**src/rtl/serial_add_ctrl.sv**
```systemverilog
// ---------------------------------------------------------------------------
// serial_add_ctrl
//
// Bit-serial add/subtract engine. One full-adder bit cell is time-shared over
// all operand bits, LSB first, one bit per clock. A start/done handshake FSM
// (IDLE -> RUN -> DONE -> IDLE) sequences the operation.
//
// Parameters:
//   WIDTH  operand/result width in bits (2..64)
//
// Ports:
//   clk    in   sole clock, rising edge
//   rst    in   synchronous active-high reset
//   start  in   operation request, sampled only in IDLE
//   sub    in   0 = a+b, 1 = a-b, latched with the operands
//   a      in   operand A, latched on an accepted start
//   b      in   operand B, latched on an accepted start
//   busy   out  high while the engine is in RUN
//   done   out  one-cycle pulse, result valid
//   sum    out  result modulo 2^WIDTH
//   cout   out  carry out of the MSB (for subtract, 1 = no borrow)
//   ovf    out  signed overflow
// ---------------------------------------------------------------------------

// Single-bit full adder cell shared across all bit positions.
module fulladder (
    input  logic a,
    input  logic b,
    input  logic cin,
    output logic s,
    output logic c
);
    assign s = a ^ b ^ cin;
    assign c = (a & b) | (cin & (a ^ b));
endmodule

module serial_add_ctrl #(
    parameter int WIDTH = 8
) (
    input  logic             clk,
    input  logic             rst,
    input  logic             start,
    input  logic             sub,
    input  logic [WIDTH-1:0] a,
    input  logic [WIDTH-1:0] b,
    output logic             busy,
    output logic             done,
    output logic [WIDTH-1:0] sum,
    output logic             cout,
    output logic             ovf
);

    localparam int CNT_W = $clog2(WIDTH);
    localparam logic [CNT_W-1:0] LAST_CNT = CNT_W'(WIDTH - 1);

    typedef enum logic [1:0] {
        IDLE = 2'd0,
        RUN  = 2'd1,
        DONE = 2'd2
    } state_t;

    state_t           state;
    state_t           next_state;

    logic [WIDTH-1:0] a_sh;
    logic [WIDTH-1:0] b_sh;
    logic [WIDTH-1:0] sum_q;
    logic [CNT_W-1:0] cnt;
    logic             sub_q;
    logic             carry_q;
    logic             cmsb_q;
    logic             busy_q;
    logic             done_q;

    logic             accept;
    logic             run_step;
    logic             last_bit;
    logic             busy_d;
    logic             done_d;
    logic             fa_s;
    logic             fa_c;

    // Subtraction is a + ~b + 1: B is inverted bit by bit and the +1 comes
    // from preloading the carry with sub on accept.
    fulladder u_fa (
        .a   (a_sh[0]),
        .b   (b_sh[0] ^ sub_q),
        .cin (carry_q),
        .s   (fa_s),
        .c   (fa_c)
    );

    assign last_bit = (cnt == LAST_CNT);

    // State register; reset has priority over any start request.
    always_ff @(posedge clk) begin
        if (rst) begin
            state <= IDLE;
        end else begin
            state <= next_state;
        end
    end

    // Next-state logic. Start is only looked at in IDLE, so a request in RUN
    // or DONE is dropped rather than queued.
    always_comb begin
        next_state = state;
        case (state)
            IDLE:    if (start)    next_state = RUN;
            RUN:     if (last_bit) next_state = DONE;
            DONE:                  next_state = IDLE;
            default:               next_state = IDLE;
        endcase
    end

    // Output decode. busy/done are derived from the next state and then
    // registered so they carry no combinational path from the inputs.
    always_comb begin
        accept   = (state == IDLE) && start;
        run_step = (state == RUN);
        busy_d   = (next_state == RUN);
        done_d   = (next_state == DONE);
    end

    // Handshake output flops.
    always_ff @(posedge clk) begin
        if (rst) begin
            busy_q <= 1'b0;
            done_q <= 1'b0;
        end else begin
            busy_q <= busy_d;
            done_q <= done_d;
        end
    end

    // Datapath: operands are loaded on accept and shifted right on every RUN
    // edge; each new sum bit enters at the MSB, so after WIDTH edges bit 0
    // has arrived at the LSB. Nothing changes in IDLE or DONE, which keeps
    // the result stable until the next accepted start.
    always_ff @(posedge clk) begin
        if (rst) begin
            a_sh    <= '0;
            b_sh    <= '0;
            sum_q   <= '0;
            cnt     <= '0;
            sub_q   <= 1'b0;
            carry_q <= 1'b0;
            cmsb_q  <= 1'b0;
        end else if (accept) begin
            a_sh    <= a;
            b_sh    <= b;
            sum_q   <= '0;
            cnt     <= '0;
            sub_q   <= sub;
            carry_q <= sub;
            cmsb_q  <= 1'b0;
        end else if (run_step) begin
            a_sh    <= a_sh >> 1;
            b_sh    <= b_sh >> 1;
            sum_q   <= {fa_s, sum_q[WIDTH-1:1]};
            carry_q <= fa_c;
            cnt     <= cnt + 1'b1;
            // The carry entering the MSB cell is needed for signed overflow.
            if (last_bit) begin
                cmsb_q <= carry_q;
            end
        end
    end

    assign busy = busy_q;
    assign done = done_q;
    assign sum  = sum_q;
    assign cout = carry_q;
    assign ovf  = cmsb_q ^ carry_q;

endmodule
```
**config.mk**
```make
export PLATFORM = sky130hd
export DESIGN_NAME = serial_add_ctrl
export DESIGN_NICKNAME = d
export VERILOG_FILES = /design/src/rtl/serial_add_ctrl.sv
export SDC_FILE = /design/constraint.sdc
export NUM_CORES = 1
export LEC_CHECK = 0
export CAP_MARGIN = 20
export CORE_AREA = 2 2 49 69
export DETAILED_ROUTE_END_ITERATION = 16
export DIE_AREA = 0 0 51 71
export PLACE_DENSITY = 0.77
export SETUP_SLACK_MARGIN = 0.02
export SLEW_MARGIN = 20
export SYNTH_ARGS = -nofsm -noshare
export SYNTH_HDL_FRONTEND = slang
export SYNTH_HIERARCHICAL = 1
export SYNTH_SLANG_ARGS = --single-unit
export TNS_END_PERCENT = 50
```
**constraint.sdc**
```tcl
create_clock -name clk -period 2.7 [get_ports clk]
set_input_delay 0.405 -clock clk [delete_from_list [all_inputs] [get_ports clk]]
set_output_delay 0.405 -clock clk [all_outputs]
set_load 0.05 [all_outputs]
```
# Yosys cells after proc, flatten, opt, wreduce, memory -nomap -nowiden
# Cells that the tools add are included.
[totals] reg_bits=34 inputBits=20 out_inout_bits=12 word_cells=36
[op_classes] add_sub_neg=1 n_eq_ne=4 mux=9 n_bitwise=7 reduce_logical=5
[ops] op="8-bit 2-to-1 mux" n=4
[ops] op="2-bit by 1-bit == test with 1-bit output, second input constant" n=2
[ops] op="2-bit 2-to-1 mux" n=2
[ops] op="2-bit one-hot mux with 2 select lines" n=1
[ops] op="1-bit XOR" n=4
[ops] op="3-bit by 1-bit adder with 3-bit output, second input constant" n=1
[ops] op="3-bit == test, second input constant" n=1
[ops] op="1-bit AND" n=2
[ops] op="2-bit == test, second input constant" n=1
[ops] op="2-bit logical NOT" n=1
[ops] op="1-bit 2-to-1 mux" n=2
[ops] op="2-bit AND reduction" n=1
[ops] op="2-bit nonzero test" n=1
[ops] op="2-bit OR reduction" n=1
[ops] op="1-bit logical AND" n=1
[ops] op="1-bit OR" n=1

# Longest topological paths before layout
# Gate-level depths: netlist of the first run.
[logic_depth] ltp_word=6 depth_mapped=5 ltp_nobuf=5

# By module
# The synthesis of the first run kept the hierarchy.
[modules_own_cells] module="serial_add_ctrl" n_inst=1 cells_per_inst=149 area_per_inst_um2=1501.4 seq_area_each_um2=680.7
[modules_own_cells] module="fulladder" n_inst=1 cells_per_inst=1 area_per_inst_um2=20.0 seq_area_each_um2=0.0

# Least setup slack after synthesis of the first run
# OpenSTA, ideal clock, no wires.
[synth_path] kind="register to output" startpoint="register carry_q (netlist: cout)" endpoint="output port ovf" arrival_ns=1.499 t_required_ns=2.295 path_slack_ns=0.796 path_stages_with_launch=2 path_buffers=0 cell_sequence="dfxtp_1 -> xor2_1"
[synth_via] elab_chain_len=1
[synth_lines] item="start, declared" line_no="70" source="logic carry_q;"
[synth_lines] item="start signal, assigned" line_no="155" source="carry_q <= sub;"
[synth_lines] item="1-bit XOR" line_no="174" source="assign ovf = cmsb_q ^ carry_q;"
[synth_lines] item="end, declared" line_no="50" source="output logic ovf"
# No other way between the ends.

# Final worst setup path of the first run
# Same ends and word-level chain as after synthesis.

==> results.cfg, run 1 <==
[worst_setup_path]
path_cells = xor2_1 > clkdlybuf4s50_1
critical-path-max-stage-delay_ns = 0.81
end_kind = output port
cp_top_family = buffers and inverters
crit_path_max_fanout = 5
critPathBufInv = 1
cp_data_required_time_ns = 2.30
cp-start-kind = flop
timing_worst_setup_path_type = reg2out
cp_data_arrival_time_ns = 1.68
slowest_stage = clkdlybuf4s50_1
rrSetupSlack_ns = 1.26

[worst_hold_path]
hp-class = reg2reg

[timing]
finalSetupTns_ns = 0
hold_viol_final = 0
finalSetupViolCount = 0
fin_crit_sh_pct = 77.3
fmax_ghz = 0.479
slew_viol_final = 0
fin_crit_ns = 2.09
relSlewSlack_pct = 57.5
rsz0062_at_grt = false
tightest_slew_ns = 0.637
clock_skew_ns = 0.00621

[route]
wl_um = 2990
dr.first_iter.drc_count = 31
viasPerCell = 5.38
remaining_drc_errors = 0
vias = 1179
first_pass_iters = 4
ant_nets = 0
wl_per_cell_um = 13.7

[grt]
gr-usage-all-layers_pct = 19.5
grt_max_degree = 16
overflow = 0
grt_pass1_wl_um = 5320
antenna_found_initial = 0
grt_pass1_vias = 1215

[synthesis]
synth_cell_type_count = 32
yosys.area.top_type = dfxtp_1
synth_fp_nets = 173
synth.area.top_cells = dfxtp_1 45%, a211oi_2 9.0%, o22ai_2 8.2%, nor2_1 5.4%, nand2_1 5.2%
syn_inst = 150
synthesis.area_mm2 = 0.00152
synth_top_area_share_pct = 44.7
synth.avg_cell_area_um2 = 10.1
yosys_warnings = 6
seq_area_frac_synth_pct = 44.7
ys_ff_latch = 34

[floorplan]
rows = 24
dieHeight_um = 71
start_util_pct = 50.2
dieArea_mm2 = 0.00362
die_x_um = 51
coreArea_mm2 = 0.00303
ios = 32

[cts]
cts_max_level = 2
cts.sinks = 34
cts_buffers = 5
postCtsHoldBufs = 0
clockRootBuffer = clkbuf_8
post_cts_buffers = 0
cts_buffer_depth = 2
cts_resized = 0
clock_latency_ns = 0.28
clk_pin_slew_worst_paths_ns = 0.06
tritoncts = built

[place]
portBuffers = 31
hpwl_um = 2210
gp_congestion = 0.735

[power_and_ir_drop]
power_mw = 1.11
p_per_area_mw_per_mm2 = 584
max-vdd-ir-drop_mv = 0.429
p_leak_nw = 0.690

[layout]
num-nets-final = 202
syn2layout_area_growth_pct = 24.4
drive_above_1_share_pct = 19.4
antenna_cells = 0

[outcome]
status = finished clean

[job]
cap_violations = 0
[cell usage in the layout (no fill, tap or decap), types with 2 or more instances in the layout]
master and n:
o22ai_2 10, dfxtp_1 34, ha_1 2, nor2_1 22, a211oi_1 6, clkdlybuf4s50_1 31
clkbuf_8 6, xor2_1 2, nand2_1 21, a21oi_1 11, a22oi_1 2, o22ai_1 4
a211oi_2 11
[final timing paths]
kind             from  endpoint  depth (start not counted)
min reg2reg    sum[0]    sum[0]                          2
min            sum[0]    sum[0]                          2
max reg2reg  state[0]   b_sh[1]                          3
max              cout       ovf                          2
[sequential cells by signal (all words and copies together), names as in the netlist]
name	cells
cnt	3
done	1
b_sh	8
state	2
cout	1
sub_q	1
a_sh	8
sum	8
cmsb_q	1
busy	1
[cells in the mapped netlist (all sizes together)]
cell,number
dfxtp,34
nor2,22
nand2,21
a211oi,17
o22ai,14
a21oi,11
buf,9
a22oi,2
ha,2
inv,2
nand2b,2
xor2,2
and2b,1
clkbuf,1
fa,1
mux2i,1
nand3,1
nand3b,1
nor3b,1
o21ba,1
o21bai,1
o2bb2ai,1
or2,1
xnor2,1
[final cells by class]
class / count / area (um^2)
Fill cell: 261 / 1140
Timing Repair Buffer: 32 / 318
Inverter: 2 / 7.51
Clock inverter: 1 / 5.00
Sequential cell: 34 / 681
Multi-Input combinational cell: 104 / 747
Clock buffer: 7 / 86.3
Tap cell: 39 / 48.8
[worst reg2reg max path: cells and delay by family (launching register included)]
family          cells  cell delay, ns
compound gates      2            0.38
simple gates        1            0.37
flops               1            0.60
[power breakdown]
part / internal, mW / switching [mW] / leakage (nW)
sequential: 0.530 / 0.0224 / 0.279
combinational: 0.0856 / 0.0925 / 0.362
clock: 0.205 / 0.170 / 0.0482
total: 0.821 / 0.285 / 0.690
[cell families (layout without fill, tap and decap cells)]
| family | after synthesis | after routing | share of synthesized area (%) |
|---|---|---|---|
| multiplexers | 1 | 1 | 0.658 |
| buffers and inverters | 12 | 42 | 6.17 |
| AO/OA/AOI/OAI | 47 | 47 | 28.6 |
| AND/OR/NAND/NOR | 50 | 50 | 15.1 |
| XOR/XNOR | 3 | 3 | 1.73 |
| adder cells (fa/ha/maj) | 3 | 3 | 2.96 |
| flip-flops | 34 | 34 | 44.7 |
[per-layer routing]
metal | vias to the layer above | share of wire (%) | track usage (%)
li1 | 587 | - | -
met1 | 556 | 40 | 20.2
met2 | 29 | 53 | 34.6
met3 | 7 | 4.1 | 5.49
met4 | 0 | 2.1 | 9.91
met5 | - | 0 | 0
[stage by stage]
stage                     setup slack (ns)  hold slack, ns  area, um^2  utilization [%]  std cells
after floorplan                      0.796           0.436        1520                -        150
after global placement               0.932           0.441        1800             59.4        211
after detailed placement             0.910           0.461        1800             59.4        211
after CTS                            0.604           0.470        1890             62.4        219
after global routing                 0.561           0.489        1890             62.4        219
final                                0.613           0.466        1890             62.4        219
Power figures use the tool's default switching activity.
==> run 2, diff against run 1 <==
Settings changed: CORE_AREA 2 2 49 69 to 2 2 53 74, DIE_AREA 0 0 51 71 to 0 0 55 76, PLACE_DENSITY 0.77 to 0.7.
Clock period 2.7 ns to 1.8 ns, I/O delays scaled along.
==> run 2 against run 1 <==
Final cell count up 1.4%. Routed wire length up 1.7%. Total power up 50%. Global-route usage down 3.4 points. Design area about the same. Clock power up 52%. Utilization down 9.5 points. Combinational power up 49%. First-iteration DRC count up 65%. Non-clock buffer count unchanged. Sequential cell count unchanged. Critical endpoint is now sum[5]. Highest routed layer unchanged.
==> results.cfg, run 2 (synthesis results as in run 1) <==
[outcome]
status = finished clean

[layout]
antenna_cells = 0
drive_above_1_share_pct = 20.6
n_fill_cell = 327
final_common_cell = dfxtp_1
syn2layout_area_growth_pct = 24.5
stdcell_count = 222
final_cell_mix = 34 x dfxtp_1, 28 x clkdlybuf4s50_1, 22 x nor2_1
num-nets-final = 202

[grt]
gr-usage-all-layers_pct = 16.1
antenna_found_initial = 0
overflow = 0
grt_pass1_wl_um = 4780
grt_max_degree = 22
grt_pass1_vias = 1129

[floorplan]
coreArea_mm2 = 0.00358
rows = 26
dieArea_mm2 = 0.00418
die_x_um = 55
start_util_pct = 42.5
dieHeight_um = 76
ios = 32

[power_and_ir_drop]
p_leak_nw = 0.712
max-vdd-ir-drop_mv = 0.735
p_int_mw = 1.23
p_per_area_mw_per_mm2 = 878
seqPwrFrac_pct = 49.7
p_comb_share_pct = 16.0
power_mw = 1.66
p_sw_share_pct = 26.1
clkPwrFrac_pct = 34.3
netSwitchingPower_mw = 0.434

[worst_setup_path]
timing_worst_setup_path_type = reg2out
slowest_stage = clkdlybuf4s50_1
crit_path_max_fanout = 3
path_cells = clkdlybuf4s50_1
critPathBufInv = 1
cp_data_arrival_time_ns = 1.45
critical-path-max-stage-delay_ns = 0.81
end_kind = output port
cp_data_required_time_ns = 1.53
cp-start-kind = flop
cp_top_family = buffers and inverters

[worst_hold_path]
hp-class = reg2reg

[cts]
tritoncts = built
cts_max_level = 2
cts_buffers = 5
clock_latency_ns = 0.28
clockRootBuffer = clkbuf_8
cts.sinks = 34
cts_resized = 0
clk_pin_slew_worst_paths_ns = 0.07
cts_buffer_depth = 2
postCtsHoldBufs = 0
post_cts_buffers = 0

[place]
portBuffers = 31
dp_slack_ns = 0.193
hpwl_um = 2210
gp_congestion = 0.685
dp.cells = 214

[timing]
finalWorstSetupSlack_ns = 0.0795
hold_viol_final = 0
fin_crit_ns = 1.72
tightest_slew_ns = 0.651
clock_skew_ns = 0.00584
fmax_ghz = 0.581
relSlewSlack_pct = 56.6
fin_crit_sh_pct = 95.6
finalSetupTns_ns = 0
rsz0062_at_grt = false
finalSetupViolCount = 0
hold_slack_ns = 0.470
slew_viol_final = 0

[job]
cap_violations = 0

[route]
wl_um = 3050
vias = 1190
first_pass_iters = 4
viasPerCell = 5.36
ant_nets = 0
dr.first_iter.drc_count = 51
remaining_drc_errors = 0
wl_per_cell_um = 13.7
## run 2: power by group through the flow
stage / Combinational, mW / Sequential (mW) / Clock (mW)
3_5_place_dp: 0.268 / 0.844 / 0
5_1_grt: 0.288 / 0.831 / 0.625
4_1_cts: 0.269 / 0.827 / 0.586
2_1_floorplan: 0.183 / 0.855 / 0
6_report: 0.266 / 0.827 / 0.571
3_3_place_gp: 0.261 / 0.843 / 0
## run 2: metal layers
metal | GRT usage [%] | part of all wire [%] | vias to the layer above
met1 | 14.7 | 37 | 561
li1 | - | - | 585
met4 | 8.78 | 2.1 | 0
met2 | 29.5 | 56 | 38
met5 | 0 | 0 | -
met3 | 4.12 | 4.5 | 6
## run 2: worst register-to-register path: cells and delay by family, from the launching register on
| kind | cells | cell delay (ns) |
|---|---|---|
| simple gates | 1 | 0.36 |
| compound gates | 2 | 0.37 |
| flops | 1 | 0.58 |
## run 2: final timing paths
path	endpoint	cells after the start	start	slack, ns
max reg2reg	b_sh[3]	3	state[0]	0.39
min	sum[0]	2	sum[1]	0.47
min reg2reg	sum[0]	2	sum[1]	0.47
max	sum[5]	1	sum[5]	0.08
## run 2: cell type report
cell class	instances	area, um^2	area share (%)
multi-input combinational	104	747	39.4
sequential	34	681	35.9
timing repair buffer	32	315	16.6
clock buffer	7	86.3	4.56
tap	42	52.6	2.77
inverter	2	7.51	0.396
clock inverter	1	5.00	0.264
## run 2: stage by stage
stage | instance area (um^2) | utilization (%)
after floorplan | 1520 | -
after global placement | 1800 | 50.3
after detailed placement | 1800 | 50.3
after CTS | 1890 | 52.9
after global routing | 1890 | 52.9
final | 1890 | 52.9
==> run 3, diff against run 2 <==
Settings changed: CORE_AREA 2 2 53 74 to 3 3 54 75, CTS_CLUSTER_SIZE set to 12, DIE_AREA 0 0 55 76 to 0 0 57 78, PLACE_DENSITY 0.7 to unset, PLACE_DENSITY_LB_ADDON set to 0.12.
==> run 3 against run 2 <==
Critical path depth unchanged. Clock power down 0.9%. Routed wire length down 1.1%. Combinational power up 3%. First-iteration DRC count down 20%. Sequential power about the same. Via count down 0.42%. Die area up 6.4%. Utilization up 2.7 points. Critical path type unchanged. Largest cell class unchanged. Largest power group unchanged. Highest routed layer unchanged.
==> results.cfg, run 3 (synthesis results as in run 1) <==
[grt]
overflow = 0
grt_pass1_wl_um = 5160
grt_pass1_vias = 1162
grt_max_degree = 19
gr-usage-all-layers_pct = 14.9
antenna_found_initial = 0

[cts]
clk_pin_slew_worst_paths_ns = 0.06
post_cts_buffers = 0
postCtsHoldBufs = 0
cts_buffers = 5
tritoncts = built
cts_buffer_depth = 2
cts_max_level = 2
cts_resized = 0
cts.sinks = 34
clock_latency_ns = 0.28
clockRootBuffer = clkbuf_8

[timing]
fin_crit_sh_pct = 95.8
hold_viol_final = 0
tightest_slew_ns = 0.662
relSlewSlack_pct = 55.8
fin_crit_ns = 1.72
finalSetupTns_ns = 0
finalWorstSetupSlack_ns = 0.0752
rsz0062_at_grt = false
hold_slack_ns = 0.453
fmax_ghz = 0.580
clock_skew_ns = 0.00256
finalSetupViolCount = 0
slew_viol_final = 0

[floorplan]
ios = 32
dieArea_mm2 = 0.00445
rows = 25
start_util_pct = 44.2
die_x_um = 57
dieHeight_um = 78
coreArea_mm2 = 0.00344

[route]
first_pass_iters = 2
wl_per_cell_um = 13.7
ant_nets = 0
remaining_drc_errors = 0
viasPerCell = 5.39
vias = 1185
wl_um = 3010
dr.first_iter.drc_count = 41

[layout]
final_util_pct = 55.6
n_fill_cell = 345
syn2layout_area_growth_pct = 25.8
num-nets-final = 202
drive_above_1_share_pct = 20.6
antenna_cells = 0
final_common_cell = dfxtp_1
final_cell_mix = 34 x dfxtp_1, 29 x clkdlybuf4s50_1, 22 x nor2_1

[place]
hpwl_um = 2140
dp_slack_ns = 0.178
gp_congestion = 0.745
portBuffers = 31

[worst_setup_path]
rr_startpoint = state[0]
critical-path-max-stage-delay_ns = 0.81
r2r-end = b_sh[1]
rrSetupSlack_ns = 0.42
cp_data_required_time_ns = 1.53
critPathBufInv = 1
timing_worst_setup_path_type = reg2out
crit_path_max_fanout = 3
path_cells = clkdlybuf4s50_1
end_kind = output port
cp-start-kind = flop
rr_worst_depth = 3
crit_cells = 1
slowest_stage = clkdlybuf4s50_1
cp_data_arrival_time_ns = 1.45
cp_top_family = buffers and inverters

[worst_hold_path]
min_delay_path_depth = 2
hold_end = sum[0]
hp-class = reg2reg
min_from = sum[0]

[power_and_ir_drop]
p_leak_nw = 0.701
p_per_area_mw_per_mm2 = 872
p_comb_share_pct = 16.5
p_int_mw = 1.24
seqPwrFrac_pct = 49.6
netSwitchingPower_mw = 0.431
max-vdd-ir-drop_mv = 0.621
clkPwrFrac_pct = 33.9
p_sw_share_pct = 25.8

[job]
cap_violations = 0

[outcome]
status = finished clean
## run 3: power groups by stage
stage	clock [mW]	sequential, mW	combinational, mW
2_1_floorplan	0	0.855	0.183
3_3_place_gp	0	0.843	0.272
3_5_place_dp	0	0.845	0.277
4_1_cts	0.590	0.828	0.278
5_1_grt	0.623	0.833	0.296
6_report	0.566	0.828	0.275
## run 3: area by class of cell
class | count | area (um^2) | area share (%)
multi-input cells | 104 | 747 | 39.0
repair buffers | 32 | 338 | 17.6
well taps | 40 | 50.0 | 2.61
clock buffers | 7 | 86.3 | 4.51
clock inverters | 1 | 5.00 | 0.261
flip-flops and latches | 34 | 681 | 35.6
inverters | 2 | 7.51 | 0.392
## run 3: metrics by stage
step | std cells | total power [mW] | area [um^2]
2_1_floorplan | 150 | 1.04 | 1520
3_3_place_gp | 212 | 1.12 | 1820
3_5_place_dp | 212 | 1.12 | 1820
4_1_cts | 220 | 1.70 | 1910
5_1_grt | 220 | 1.75 | 1910
6_report | 220 | 1.67 | 1910
## run 3: per-layer routing
| metal | up-vias | part of all wire, % | track usage, % |
|---|---|---|---|
| li1 | 588 | - | - |
| met3 | 6 | 5.5 | 5.32 |
| met4 | 0 | 1.9 | 6.26 |
| met2 | 23 | 51 | 25.5 |
| met5 | - | 0 | 0 |
| met1 | 568 | 41 | 16.2 |
## run 3: worst max-delay path by stage
stage | to | start
after floorplan | ovf | cout
after global placement | cnt[0] | start
after detailed placement | sum[4] | start
after CTS | sum[7] | sum[7]
after global routing | sum[2] | sum[2]
final | sum[7] | sum[7]
